--- config.mk ---
export PLATFORM = sky130hd
export DESIGN_NAME = core_bus_arbiter
export DESIGN_NICKNAME = d
export VERILOG_FILES = /design/src/rtl/core_bus_arbiter.sv
export SDC_FILE = /design/constraint.sdc
export NUM_CORES = 1
export LEC_CHECK = 0
export BUFFER_PORTS_ARGS = -buffer_cell sky130_fd_sc_hd__clkbuf_2
export CAP_MARGIN = 20
export CORE_AREA = 8 8 103 105
export CTS_CLUSTER_DIAMETER = 50
export DETAILED_ROUTE_END_ITERATION = 7
export DIE_AREA = 0 0 111 113
export GPL_TIMING_DRIVEN = 1
export PLACE_DENSITY = 0.69
export SLEW_MARGIN = 20
export SYNTH_ARGS = -nofsm -noshare
export SYNTH_HDL_FRONTEND = slang
export SYNTH_SLANG_ARGS = --single-unit
--- constraint.sdc ---
create_clock -name clk -period 1.6 [get_ports clk]
set_input_delay 0.16 -clock clk [delete_from_list [all_inputs] [get_ports clk]]
set_output_delay 0.16 -clock clk [all_outputs]
set_load 0.05 [all_outputs]
--- src/rtl/core_bus_arbiter.sv ---
// Round-robin arbiter sharing one memory slave port between N cores.
// One transaction at a time, with a turnaround cycle and a hung-slave watchdog.
module core_bus_arbiter #(
  parameter int unsigned N       = 2,
  parameter int unsigned TIMEOUT = 255,
  parameter int unsigned TW      = 16
) (
  input  logic            clk,
  input  logic            rst,
  input  logic [N-1:0]    m_valid,
  input  logic [N-1:0]    m_write,
  input  logic [3*N-1:0]  m_size,
  input  logic [32*N-1:0] m_addr,
  input  logic [32*N-1:0] m_wdata,
  output logic [N-1:0]    m_ready,
  output logic [31:0]     m_rdata,
  output logic            s_valid,
  output logic            s_write,
  output logic [2:0]      s_size,
  output logic [31:0]     s_addr,
  output logic [31:0]     s_wdata,
  input  logic [31:0]     s_rdata,
  input  logic            s_ready,
  output logic [N-1:0]    gnt,
  output logic [N-1:0]    err
);

  localparam int unsigned GW = (N > 2) ? 2 : 1;

  localparam logic [1:0] S_IDLE = 2'd0;
  localparam logic [1:0] S_BUSY = 2'd1;
  localparam logic [1:0] S_REL  = 2'd2;

  logic [1:0]    state_q, state_d;
  logic [GW-1:0] g_q, g_d;
  logic [GW-1:0] rr_q, rr_d;
  logic [TW-1:0] wd_q, wd_d;
  logic [N-1:0]  err_q, err_d;

  logic [GW-1:0] pick;
  logic          found;
  int unsigned   idx;

  logic [N-1:0]  g_oh;
  logic          sel_valid;
  logic          sel_write;
  logic [2:0]    sel_size;
  logic [31:0]   sel_addr;
  logic [31:0]   sel_wdata;
  logic          wd_expired;

  // First requester at or after the round-robin pointer, wrapping.
  always_comb begin
    pick  = '0;
    found = 1'b0;
    idx   = 0;
    for (int k = 0; k < int'(N); k++) begin
      idx = (32'(rr_q) + 32'(k)) % N;
      if (!found && m_valid[idx]) begin
        found = 1'b1;
        pick  = GW'(idx);
      end
    end
  end

  // Request fields of the granted requester.
  always_comb begin
    g_oh      = '0;
    sel_valid = 1'b0;
    sel_write = 1'b0;
    sel_size  = '0;
    sel_addr  = '0;
    sel_wdata = '0;
    for (int i = 0; i < int'(N); i++) begin
      if (g_q == GW'(i)) begin
        g_oh[i]   = 1'b1;
        sel_valid = m_valid[i];
        sel_write = m_write[i];
        sel_size  = m_size[3*i +: 3];
        sel_addr  = m_addr[32*i +: 32];
        sel_wdata = m_wdata[32*i +: 32];
      end
    end
  end

  assign wd_expired = (TIMEOUT != 0) && (wd_q == TW'(TIMEOUT));

  always_comb begin
    state_d = state_q;
    g_d     = g_q;
    rr_d    = rr_q;
    wd_d    = wd_q;
    err_d   = err_q;
    m_ready = '0;
    m_rdata = '0;
    s_valid = 1'b0;
    s_write = 1'b0;
    s_size  = '0;
    s_addr  = '0;
    s_wdata = '0;
    gnt     = '0;
    case (state_q)
      S_IDLE: begin
        if (found) begin
          g_d     = pick;
          state_d = S_BUSY;
        end
      end
      S_BUSY: begin
        gnt     = g_oh;
        s_valid = sel_valid;
        s_write = sel_write;
        s_size  = sel_size;
        s_addr  = sel_addr;
        s_wdata = sel_wdata;
        wd_d    = wd_q + TW'(1);
        // Slave completion wins over a watchdog expiry in the same cycle.
        if (s_ready) begin
          m_ready = g_oh;
          m_rdata = s_rdata;
          state_d = S_REL;
        end else if (wd_expired) begin
          m_ready = g_oh;
          s_valid = 1'b0;
          err_d   = err_q | g_oh;
          state_d = S_REL;
        end else if (!sel_valid) begin
          state_d = S_REL;
        end
      end
      S_REL: begin
        wd_d    = '0;
        rr_d    = (g_q == GW'(N-1)) ? '0 : g_q + GW'(1);
        state_d = S_IDLE;
      end
      default: state_d = S_IDLE;
    endcase
  end

  always_ff @(posedge clk or posedge rst) begin
    if (rst) begin
      state_q <= S_IDLE;
      g_q     <= '0;
      rr_q    <= '0;
      wd_q    <= '0;
      err_q   <= '0;
    end else begin
      state_q <= state_d;
      g_q     <= g_d;
      rr_q    <= rr_d;
      wd_q    <= wd_d;
      err_q   <= err_d;
    end
  end

  assign err = err_q;

endmodule

==> reports/summary.txt <==
Reg-to-Reg End -> state_q[0]
I/O Buffers -> 279
Worst-path fanout max -> 2
Clk sink count -> 22
P_leak -> 3.76 nW
Die width -> 111 um
Hold endpoint -> g_q
1st-iter DRT viols -> 430
Run status -> finished, violations left
Hold Path Stages -> 2
Vias/cell -> 6.07
Maximum vdd drop -> 1.25 mV
Crit path time final -> 2.29 ns
Core ar. -> 8980 sq um
Chip Height -> 113 um
Max cap viols -> 0
Largest net degree at the start of global routing -> 24
Avg Inst Size Synth -> 8.28 sq um
WP buf/inv -> 2
GP Congestion -> 0.856
Num rows -> 35
Seq/Total Area, Yosys -> 21.0%
Hold/Removal Path Class -> input port to register
Reg2Reg Setup Slack -> -0.56 ns
Avg WL per Cell -> 35.0 um
Cell Area, Placed -> 6500 sq um
Initial Utilization -> 29.1%
Worst Path Required -> 1.44 ns
Gate Count Post-Synth -> 316
Largest delay contributor family on the critical path -> simple AND/OR/NAND/NOR gates
Fin nets -> 842
Worst Setup End Kind -> output port
DR pass1 iterations -> 4
Largest family of logic cells by synthesized area -> simple AND/OR/NAND/NOR gates
Mux cell area share after synthesis -> 27.7%
Commonest non-fill, non-tap cell in the layout -> clkbuf_2
DIE AREA -> 12500 sq um
Hold_ws -> 0.151 ns
Post-Synth Simple-Gate Area -> 35.2%
CTS tree -> done
Final Cycle Share -> 143%
Compound-Gate Fraction of Synth Area -> 6.74%
CTS Buffer Depth -> 2
Final Max Slew Viols -> 0
Num ports -> 280
DRT antenna net count -> 0
Share of cells above drive strength 1 -> 86.9%
Total power -> 17.6 mW
Layout Skew -> 0.00167 ns
R2R depth -> 6
Hold violation count in the final report -> 0
Hold_sp -> m_valid[0]
Via count -> 4712
Failing checks -> setup timing
CTS Root Cell -> clkbuf_8
Clock slew at the register clock pins of the worst setup and hold paths -> 0.08 ns
Initial antenna violation count -> 3
Number of remaining DRC errors -> 0
Synth Area in Adders -> 2.87%
Synth Area in XOR/XNOR -> 1.67%
Slowest CP cell -> or4_4
RSZ-0062 raised after global routing -> yes
Max incr delay on CP -> 0.57 ns
Most frequent cells in the layout -> 174 x clkbuf_2, 116 x buf_12, 70 x nor2b_4
Clock latency on the worst-skew pair -> 0.27 ns
Startpoint types -> register
FF+latch count, synth -> 22
Syn nets -> 495
Fin worst setup slack -> -0.695 ns
Final instance area -> 8400 sq um
CTS Buf Count -> 3
Final WL -> 27200 um
WS Path Type -> register to output port
Mapped Area -> 2620 sq um
Finish-stage setup viols -> 123
HPWL Detailed -> 12900 um
WP data arrival -> 2.13 ns
Vias in the first global route -> 4739
CP Cell Sequence -> or4_4 > nor4_4 > buf_4 > nor2_4 > nor2b_4 > buf_12
Remaining Overflow, GRT -> 0
Area delta synth->final -> 221%
YS warnings -> 0
First-pass GRT wire length -> 33900 um
Htree depth -> 1
Worst slew margin -> 66.7%
Unique cell type count in the Yosys netlist -> 37
Reg2reg start -> wd_q[15]
Total GRT Usage -> 35.2%
Pwr Density -> 2100 nW/um^2
Least-Margin Pin Slew -> 0.500 ns
Fmax -> 436 MHz
## what timing repair did
item,in CTS,in global routing
setup endpoints to repair,117,122
gates resized for setup,160,67
pin swaps,26,10
endpoints found under the hold margin,22,0
hold buffers,1,0
setup buffers,28,7
gates cloned,21,1
## metrics by stage
step,utilization [%],TNS [ns],worst slack [ns],cells
2_1_floorplan,-,-0.796,-0.176,316
6_report,93.5,-30.98,-0.695,776
3_3_place_gp,72.4,-1.21,-0.222,721
5_1_grt,93.5,-33.85,-0.702,776
3_5_place_dp,72.4,-1.70,-0.286,721
4_1_cts,90.5,-21.60,-0.528,773
## flip-flops by register name (all words and copies together) (netlist names)
signal / count
state_q: 2
err: 2
g_q: 1
rr_q: 1
wd_q: 16
## final cells by class
type	instances	area, sq um
diodes	3	7.51
multi-input cells	263	3400
fillers	248	582
inverters	5	21.3
repair buffers	368	4210
clock buffers	4	55.1
flip-flops and latches	22	554
well taps	111	139
## power breakdown
part           leakage [nW]  internal, mW  switching (mW)
Sequential            0.293         0.665           0.134
Combinational          3.43          8.53            7.89
Clock                0.0288         0.220           0.194
Total                  3.76          9.42            8.21
## per-layer routing
layer	GRT usage, %	vias up	part of all wire [%]
met2	63.9	425	50
li1	-	1822	-
met1	36.9	2301	32
met5	0	-	0
met4	19.0	0	9.0
met3	8.15	164	8.5
## cell usage after synthesis (all sizes together)
master / n / share of area [%]
nand3: 4 / 0.77
o31a: 1 / 0.33
o21ai: 11 / 2.1
mux2i: 69 / 26
nand2: 10 / 1.4
a22o: 2 / 0.67
o31ai: 2 / 0.77
and4: 3 / 1.0
buf: 8 / 1.5
a31oi: 2 / 0.48
o41ai: 1 / 0.33
mux2: 3 / 1.3
clkbuf: 18 / 2.6
xnor2: 3 / 1.0
and2: 2 / 0.48
or3: 2 / 0.48
nand2b: 1 / 0.24
o2bb2ai: 1 / 0.33
nor2: 11 / 1.6
dfrtp: 22 / 21
ha: 6 / 2.9
or4: 2 / 0.72
inv: 5 / 0.72
nor2b: 72 / 17
or3b: 1 / 0.33
nor3: 3 / 0.57
a21o: 2 / 0.57
and3: 34 / 8.1
nand4: 5 / 1.2
nor4: 2 / 1.1
xor2: 2 / 0.67
a21oi: 6 / 1.1
## worst max path at each step
| stage | from | end | depth (start not counted) |
|---|---|---|---|
| after floorplan | wd_q[9] | m_ready[0] | 4 |
| after detailed placement | wd_q[15] | state_q[1] | 5 |
| after CTS | wd_q[12] | m_ready[1] | 6 |
| after global placement | wd_q[15] | m_ready[1] | 6 |
| after global routing | wd_q[15] | m_ready[1] | 6 |
| final | wd_q[15] | m_ready[1] | 6 |
## kinds of logic after synthesis
logic type      after synthesis
compound gates               28
fa+ha+maj                     6
flops                        22
mux                          72
simple gates                152
xor+xnor                      5
buf+inv                      31
No activity file was read; power rests on OpenSTA's default activity.
